$ cat src/rtl/toy_bus_age_arb_n.sv
// toy_bus_age_arb_n: N-input valid/ready arbiter with least-recently-granted
// fairness kept in an NxN age matrix. Merges bus master requests onto one
// target port.
// Optional build macro TOY_BUS_AGE_ARB_OUT_REG_EN adds a one-entry output
// register slice and drops the grant hold; without it the output path is
// combinational and the grant is held while the target back-pressures.
module toy_bus_age_arb_n #(
  parameter int NUM_IN = 4,
  parameter int PLD_W  = 77
) (
  input  logic                    clk,
  input  logic                    rst_n,
  input  logic [NUM_IN-1:0]       in_vld,
  output logic [NUM_IN-1:0]       in_rdy,
  input  logic [NUM_IN*PLD_W-1:0] in_pld,
  output logic                    out_vld,
  input  logic                    out_rdy,
  output logic [PLD_W-1:0]        out_pld,
  output logic [NUM_IN-1:0]       out_sel
);

  // age_q[i][j] = 1 means requester j is older than requester i
  logic [NUM_IN-1:0] age_q   [NUM_IN];
  logic [NUM_IN-1:0] age_nxt [NUM_IN];
  logic [NUM_IN-1:0] sel;
  logic [NUM_IN-1:0] grant;
  logic [NUM_IN-1:0] acc;
  logic [PLD_W-1:0]  mux_pld;

  // A valid requester wins when no valid requester is older than it
  always_comb begin
    sel = '0;
    for (int i = 0; i < NUM_IN; i++) begin
      sel[i] = in_vld[i] & ~|(age_q[i] & in_vld);
    end
  end

  // AND-OR payload mux; yields zero when nothing is granted
  always_comb begin
    mux_pld = '0;
    for (int i = 0; i < NUM_IN; i++) begin
      mux_pld = mux_pld | (in_pld[i*PLD_W +: PLD_W] & {PLD_W{grant[i]}});
    end
  end

  // Accepted requester becomes youngest: its row goes to 1, its column to 0
  always_comb begin
    for (int i = 0; i < NUM_IN; i++) begin
      age_nxt[i] = age_q[i];
    end
    for (int i = 0; i < NUM_IN; i++) begin
      for (int j = 0; j < NUM_IN; j++) begin
        if (i != j) begin
          if (acc[i]) begin
            age_nxt[i][j] = 1'b1;
          end else if (acc[j]) begin
            age_nxt[i][j] = 1'b0;
          end
        end
      end
    end
  end

  // Age matrix register; reset leaves index 0 oldest, diagonal stays 0
  always_ff @(posedge clk or negedge rst_n) begin
    if (!rst_n) begin
      for (int i = 0; i < NUM_IN; i++) begin
        for (int j = 0; j < NUM_IN; j++) begin
          age_q[i][j] <= (j < i);
        end
      end
    end else if (|acc) begin
      for (int i = 0; i < NUM_IN; i++) begin
        age_q[i] <= age_nxt[i];
      end
    end
  end

`ifdef TOY_BUS_AGE_ARB_OUT_REG_EN

  logic              out_vld_q;
  logic [PLD_W-1:0]  out_pld_q;
  logic [NUM_IN-1:0] out_sel_q;
  logic              slice_en;

  assign slice_en = !out_vld_q || out_rdy;

  // Grant straight from the age matrix; nothing is granted during reset
  always_comb begin
    grant = '0;
    if (rst_n) begin
      grant = sel;
    end
  end

  assign in_rdy = grant & {NUM_IN{slice_en}};
  assign acc    = in_vld & in_rdy;

  // Output slice loads whenever it is empty or being drained this cycle
  always_ff @(posedge clk or negedge rst_n) begin
    if (!rst_n) begin
      out_vld_q <= 1'b0;
      out_pld_q <= '0;
      out_sel_q <= '0;
    end else if (slice_en) begin
      out_vld_q <= |grant;
      out_pld_q <= mux_pld;
      out_sel_q <= grant;
    end
  end

  assign out_vld = out_vld_q;
  assign out_pld = out_pld_q;
  assign out_sel = out_sel_q;

`else

  logic              lock_q;
  logic [NUM_IN-1:0] gnt_q;

  // While locked the held grant wins, masked off if its requester drops vld
  always_comb begin
    grant = '0;
    if (rst_n) begin
      grant = lock_q ? (gnt_q & in_vld) : sel;
    end
  end

  assign out_vld = |(in_vld & grant);
  assign out_pld = mux_pld;
  assign out_sel = grant;
  assign in_rdy  = grant & {NUM_IN{out_rdy}};
  assign acc     = in_vld & in_rdy;

  // Hold the grant under backpressure so out_pld stays stable until taken
  always_ff @(posedge clk or negedge rst_n) begin
    if (!rst_n) begin
      lock_q <= 1'b0;
      gnt_q  <= '0;
    end else if (!lock_q) begin
      if (out_vld && !out_rdy) begin
        lock_q <= 1'b1;
        gnt_q  <= grant;
      end
    end else if (out_vld && out_rdy) begin
      lock_q <= 1'b0;
      gnt_q  <= '0;
    end else if (~|(gnt_q & in_vld)) begin
      lock_q <= 1'b0;
      gnt_q  <= '0;
    end
  end

`endif

endmodule

$ cat config.mk
export PLATFORM = sky130hd
export DESIGN_NAME = toy_bus_age_arb_n
export DESIGN_NICKNAME = d
export VERILOG_FILES = /design/src/rtl/toy_bus_age_arb_n.sv
export SDC_FILE = /design/constraint.sdc
export NUM_CORES = 1
export LEC_CHECK = 0
export CORE_AREA = 2 2 155 157
export CTS_CLUSTER_DIAMETER = 30
export DETAILED_ROUTE_END_ITERATION = 16
export DIE_AREA = 0 0 157 159
export GPL_ROUTABILITY_DRIVEN = 0
export GPL_TIMING_DRIVEN = 0
export PLACE_DENSITY = 0.48
export SLEW_MARGIN = 20
export SYNTH_ARGS = -nofsm -noshare
export SYNTH_HDL_FRONTEND = slang
export SYNTH_SLANG_ARGS = --single-unit
$ cat constraint.sdc
create_clock -name clk -period 1.7 [get_ports clk]
set_clock_uncertainty 0.15 [all_clocks]
set_input_delay 0.255 -clock clk [delete_from_list [all_inputs] [get_ports clk]]
set_output_delay 0.255 -clock clk [all_outputs]
set_load 0.005 [all_outputs]
==> summary.txt, run 1 <==
Outcome
  – Outcome: finished with violations
  – Violated checks: negative setup slack

Yosys
  – Cell variety after synth: 30
  – Post-Synthesis Net Count: 679
  – Sequential fraction of the synthesis area: 0.1625
  – Flops & latches, synth: 17
  – Cell count after synthesis: 364
  – Mean Syn Cell Area: 7.318 µm²
  – Post-Syn Area: 2664 µm²
  – Ys Warns: 0

Critical path
  – Critical path class: register to output port
  – Reg2reg start: lock_q$_DFF_PN0_
  – Cells on worst reg2reg path: 8
  – R2r setup slk: -320 ps
  – Worst r2r dst: gnt_q[1]$_DFFE_PN0P_
  – Data required, critical path: 1290 ps
  – Critical Path End Type: output port
  – Crit Path Max Fanout: 10
  – Startpoint Class: register
  – Arr. time, crit path: 2320 ps

STA
  – Count of final setup violators: a little over 100
  – Fin. Hold Viols: 0
  – Crit path time final: 2728 ps
  – Slew @ Worst Pin: 591.1 ps
  – Pins over their slew limit: 0
  – Period Utilization, post-route: 1.605
  – Max Freq: between 300 and 400 MHz
  – Rel. slew slack: 0.6046
  – Worst Slack Setup Final: -1028 ps
  – Unrepaired setup endpoints after global routing: yes

Job
  – Max-cap viol count: 0

Final layout
  – Fin util: 0.3390
  – Commonest non-fill, non-tap cell in the layout: clkdlybuf4s50_1
  – Area Growth Syn to Fin: 195.2%
  – Proportion of layout cells with a drive suffix above 1: 0.2956
  – Nets: 1,111
  – Final Instance Count excl. Fillers: 1,116
  – FILL cells: 2,473
  – Commonest cells after routing, fill and taps aside: clkdlybuf4s50_1 (310), a22oi_1 (81), nand2_1 (80), a22oi_2 (76), clkbuf_2 (33)

Floorplan
  – Die height: 159 µm
  – Initial Util: 0.1149
  – Die area: 24,960 µm²
  – Top Ports: 401
  – Die W: 157 µm
  – Rows: 56
  – Core Area: 23,190 µm²

Clock tree
  – H-tree depth reported by CTS: 1
  – CTS Sinks: 17
  – Clock transition at path regs: 60 ps
  – Root Driver: clkbuf_16
  – Deepest clock path buffer count: 2
  – CTS tree: yes
  – Num CTS Buffers: 3
  – Clock latency at the later pin of the worst-skew pair: 250 ps

Drt
  – Via Count: between 4,000 and 5,000
  – 1st-pass router iterations: 4
  – Detail Route Antenna Nets: 0
  – Wirelength per Cell: slightly above 20 µm
  – Number of vias per cell: about 4.4
  – Drt total wl: roughly 23 mm
  – Initial DRC Count: 354
  – Drt drc: 0

Placement
  – DPL Wire Length: between 15 and 20 mm
  – Placed cells: approximately 1,100
  – IO buf count: 400

Global routing
  – Number of global-route vias before repair: 4,913
  – Largest net degree at the start of global routing: 14
  – GRT Util Overall: 0.1668
  – Total grt overflow: 0
  – Initial antenna violation count: 3
  – Global-route wire length before repair: approximately 32 mm

Min path
  – Hold Crit Class: input pin to asynchronous set/reset pin

Pwr
  – Worst vdd ir: 0.4029 mV
  – Leak Pwr: 0.003397 µW
  – PD cells: 814.7 nW/µm²
-- power breakdown --
group | internal [µW] | switching, µW
clock network | 315 | 169
registers | 664 | 190
logic | 2770 | 2300
-- metal layers --
layer | wire, µm | global-route usage | up-vias
met4 | 429 | 0.04254 | 2
met5 | 17 | 0 | -
met2 | 11380 | 0.3016 | 233
li1 | - | - | 2334
met3 | 1618 | 0.02940 | 29
met1 | 9160 | 0.2018 | 2295
-- flip-flops by register name (all words and copies together), names as in the netlist --
register and flops:
age_q 12, gnt_q 4, lock_q 1
-- how the worst max path moves through the flow --
stage | startpoint | end | slack, ps | cells past startpoint
6_report | age_q[4]$_DFFE_PN1P_ | out_pld[7] | -1030 | 10
3_3_place_gp | rst_n | out_pld[50] | -2210 | 7
2_1_floorplan | age_q[0]$_DFFE_PN1P_ | out_pld[10] | -160 | 7
4_1_cts | age_q[5]$_DFFE_PN1P_ | out_pld[6] | -1070 | 9
5_1_grt | age_q[4]$_DFFE_PN1P_ | out_pld[7] | -1100 | 10
3_5_place_dp | rst_n | out_pld[55] | -2160 | 7
-- Yosys cell counts, drive strengths merged --
cell    count  share of area
dfrtp      11           0.10
a31oi       1         0.0024
o21ai       4         0.0075
nand2      86           0.12
dfstp       6          0.059
a22oi     158           0.45
inv         7          0.012
a41oi       4          0.013
nand3       3          0.012
o211ai      4          0.011
or2         1         0.0024
and2        8          0.019
a22o       17          0.056
nor2        1         0.0014
and4        1         0.0033
nand4       3         0.0070
a211oi      1         0.0028
a21oi       7          0.013
a222oi      1         0.0038
buf        35          0.085
mux2        1         0.0042
clkbuf      3         0.0042
nand4b      1         0.0033
-- repair_timing --
item,CTS,global route
endpoints found under the setup margin,103,103
hold buffers,1,0
pin swaps,29,29
endpoints found under the hold margin,11,0
gates resized for setup,274,150
cloned,1,1
buffers inserted,12,17
-- cell type report --
type / count / area [µm²] / area share
tap: 319 / 399.1 / 0.05076
clock buffer: 3 / 75.07 / 0.009548
inverter: 7 / 46.29 / 0.005888
sequential: 17 / 432.9 / 0.05506
timing repair buffer: 426 / 3978 / 0.5059
clock inverter: 1 / 5.005 / 0.0006365
antenna: 2 / 5.005 / 0.0006365
multi-input combinational: 302 / 2404 / 0.3057
buffer: 38 / 509.2 / 0.06477
timing repair inverter: 1 / 8.758 / 0.001114
-- stage by stage --
stage	TNS, ps	hold slack (ps)	total power (µW)	setup WS [ps]	cell area, µm²
after detailed placement	-182000	344.4	5572	-2158	7142
after global placement	-187360	344.0	5595	-2214	7142
after global routing	-84360	29.41	6876	-1097	7863
final	-75010	7.560	6406	-1028	7863
after floorplan	-11720	-190.6	2734	-155.3	2739
after CTS	-77410	10.72	6201	-1066	7559
-- critical path, cell delays in order (launching register included) --
cell and delay, ps:
dfstp_2 520, a222oi_1 90, buf_4 170, mux2_4 260, nand3_4 100, clkinv_8 100, buf_12 140, buf_8 150
a22oi_1 180, nand2_1 80, dlygate4sd2_1 270
-- cell families after synthesis --
family | Yosys count | share of synthesized area
AO/OA/AOI/OAI | 197 | 0.5604
AND/OR/NAND/NOR | 104 | 0.1724
buffers and inverters | 45 | 0.1005
flip-flops | 17 | 0.1625
multiplexers | 1 | 0.004227
Note: power is estimated with default switching activity, not from simulation.
==> run 2, diff against run 1 <==
- clock period: 1.7 -> 2.2 ns (I/O delays scaled with it)
==> summary.txt, run 2 (same netlist as run 1, synthesis figures left out) <==
Placement
  – IO buf count: 400
  – DP Worst Slack: -2038 ps
  – DPL Wire Length: 18.44 mm

Floorplan
  – Die W: 157 µm
  – Rows: 56
  – Initial Util: 0.1149
  – Die height: roughly 160 µm
  – Core Area: roughly 23,000 µm²
  – Die area: between 20,000 and 25,000 µm²
  – Top Ports: around 400

Critical path
  – Critical Path End Type: output port
  – Critical path class: register to output port
  – Worst r2r dst: age_q[10]$_DFFE_PN0P_
  – Cells along the critical path: a222oi_1 > mux2_4 > nand3_4 > inv_8 > buf_12 > buf_8 > buf_8 > buf_6 > a22oi_2 > nand2_1 > buf_2
  – Crit. path cell count: 11
  – Slowest CP cell: dfstp_2
  – Cells on worst reg2reg path: 10
  – CP delay by family, top: buffers and inverters
  – Crit Path Max Fanout: 7
  – CP max stage delay: 530 ps
  – Buf/Inv on CP: 6
  – Startpoint Class: register
  – Reg2reg start: age_q[4]$_DFFE_PN1P_
  – Data required, critical path: 1720 ps
  – R2r setup slk: 30 ps
  – Most frequent cell on the critical path: buf_8
  – Arr. time, crit path: 2210 ps

Pwr
  – Leak Pwr: 0.003609 µW
  – Sequential Power Share: 0.117
  – PD cells: 656.8 nW/µm²
  – Sw Ratio: 0.4015
  – Internal power: 3329 µW
  – Worst vdd ir: roughly 0.33 mV
  – Overall Power: 5563 µW
  – Clk pwr share: 0.067
  – P_sw: 2233 µW
  – Combinational share of power: 0.816

Clock tree
  – Num CTS Buffers: 3
  – CTS Sinks: 17
  – Clock latency at the later pin of the worst-skew pair: approximately 250 ps
  – CTS tree: yes
  – H-tree depth reported by CTS: 1
  – Deepest clock path buffer count: 2
  – Clock transition at path regs: 50 ps
  – Root Driver: clkbuf_16

Min path
  – Cell depth of the worst hold path: 1
  – HP Start: age_q[15]$_DFFE_PN0P_
  – Hold EP: age_q[15]$_DFFE_PN0P_
  – Hold Crit Class: register to register

Final layout
  – Biggest regs: age_q x12, gnt_q x4, lock_q x1
  – Commonest cells after routing, fill and taps aside: clkdlybuf4s50_1 (311), a22oi_2 (84), nand2_1 (76), a22oi_1 (73), buf_2 (69)
  – Proportion of layout cells with a drive suffix above 1: 0.3746
  – Area Growth Syn to Fin: 217.9%
  – Reg with most FFs: age_q
  – Multi-input logic area: approximately 2400 µm²
  – Register area: roughly 430 µm²
  – Commonest non-fill, non-tap cell in the layout: clkdlybuf4s50_1
  – Ant diodes: 0
  – Nets: 1,165
  – Max reg flops: 12
  – FILL cells: 2,431

STA
  – Count of final setup violators: 83
  – Rel. slew slack: 0.6233
  – Crit path time final: 2687 ps
  – Period Utilization, post-route: 1.221
  – Pins over their slew limit: 0
  – Fin. Hold Viols: 0
  – Max Freq: around 370 MHz
  – Worst Slack Setup Final: -486.9 ps
  – Slew @ Worst Pin: 565.0 ps
  – Unrepaired setup endpoints after global routing: yes

Global routing
  – Total grt overflow: 0
  – GRT Util Overall: 0.1776
  – Initial antenna violation count: 1
  – Largest net degree at the start of global routing: 12
  – Global-route wire length before repair: about 33 mm
  – Number of global-route vias before repair: 5,289

Drt
  – Wirelength per Cell: 20.52 µm
  – Detail Route Antenna Nets: 0
  – Drt total wl: between 20 and 25 mm
  – 1st-pass router iterations: 4
  – Initial DRC Count: 161
  – Drt drc: 0
  – Via Count: 5,087
  – Number of vias per cell: ~4.4

Outcome
  – Outcome: finished with violations
  – Violated checks: negative setup slack

Job
  – Max-cap viol count: 0
-- run 2: changes by cell type in the layout (fill, tap and decap cells not counted), sizes merged, moves of 2 or more --
| cell | previous run | this run |
|---|---|---|
| clkinv | 3 | 0 |
| dlymetal6s2s | 10 | 1 |
| dlygate4sd2 | 10 | 3 |
| buf | 92 | 192 |
| inv | 6 | 8 |
| clkbuf | 40 | 9 |
| diode | 2 | 0 |
-- run 2: what timing repair did --
item / in CTS / in global routing
hold buffers: 2 / 0
hold endpoints to repair: 11 / 0
setup endpoints to repair: 103 / 92
cloned: 4 / 1
pin swaps: 87 / 33
buffers inserted: 71 / 16
gates resized for setup: 561 / 33
-- run 2: worst max path at each step --
stage                                     from           to  slack (ps)
after detailed placement                 rst_n  out_pld[11]       -2040
after global placement                   rst_n  out_pld[11]       -2040
after floorplan           age_q[0]$_DFFE_PN1P_  out_pld[67]         230
final                     age_q[4]$_DFFE_PN1P_  out_pld[56]        -490
after global routing      age_q[4]$_DFFE_PN1P_  out_pld[51]        -570
after CTS                 age_q[4]$_DFFE_PN1P_  out_pld[45]        -540
-- run 2: per-layer routing --
layer	up-vias	wire length [µm]	track usage
met2	270	12230	0.3361
met5	-	13	0
met1	2365	9640	0.2103
li1	2434	-	-
met3	16	1803	0.03511
met4	2	281	0.01918
-- run 2: power by group through the flow --
stage | logic, µW | registers, µW | clock network, µW
floorplan | 1460 | 592 | 0
global placement | 3690 | 647 | 0
detailed placement | 3660 | 643 | 0
CTS | 4510 | 644 | 385
global route | 4870 | 675 | 399
finish | 4540 | 651 | 375
-- run 2: worst reg2reg max path, delay by kind of cell (launching register included) --
kind | cells | cell delay, ps
AOI/OAI and AO/OA | 2 | 570
buffers and inverters | 5 | 590
DFF | 1 | 370
muxes | 1 | 240
and+or+nand+nor | 2 | 140
-- run 2: through the flow --
stage,instance area (µm²),TNS (ps),util,std cells,hold WS (ps)
2_1_floorplan,2664,0,-,364,-115.6
3_5_place_dp,7067,-154680,0.3047,1083,336.3
5_1_grt,8469,-37560,0.3652,1168,368.5
3_3_place_gp,7067,-155690,0.3047,1083,334.1
6_report,8469,-29560,0.3652,1168,348.9
4_1_cts,8341,-32480,0.3596,1158,353.0
-- run 2: area by class of cell --
type | count | area share
Buffer | 38 | 0.05998
Clock buffer | 3 | 0.008864
Clock inverter | 1 | 0.0008864
Inverter | 7 | 0.004875
Multi-Input combinational cell | 302 | 0.2890
Sequential cell | 17 | 0.05112
Tap cell | 319 | 0.04713
Timing Repair Buffer | 480 | 0.5375
Timing Repair inverter | 1 | 0.0007387
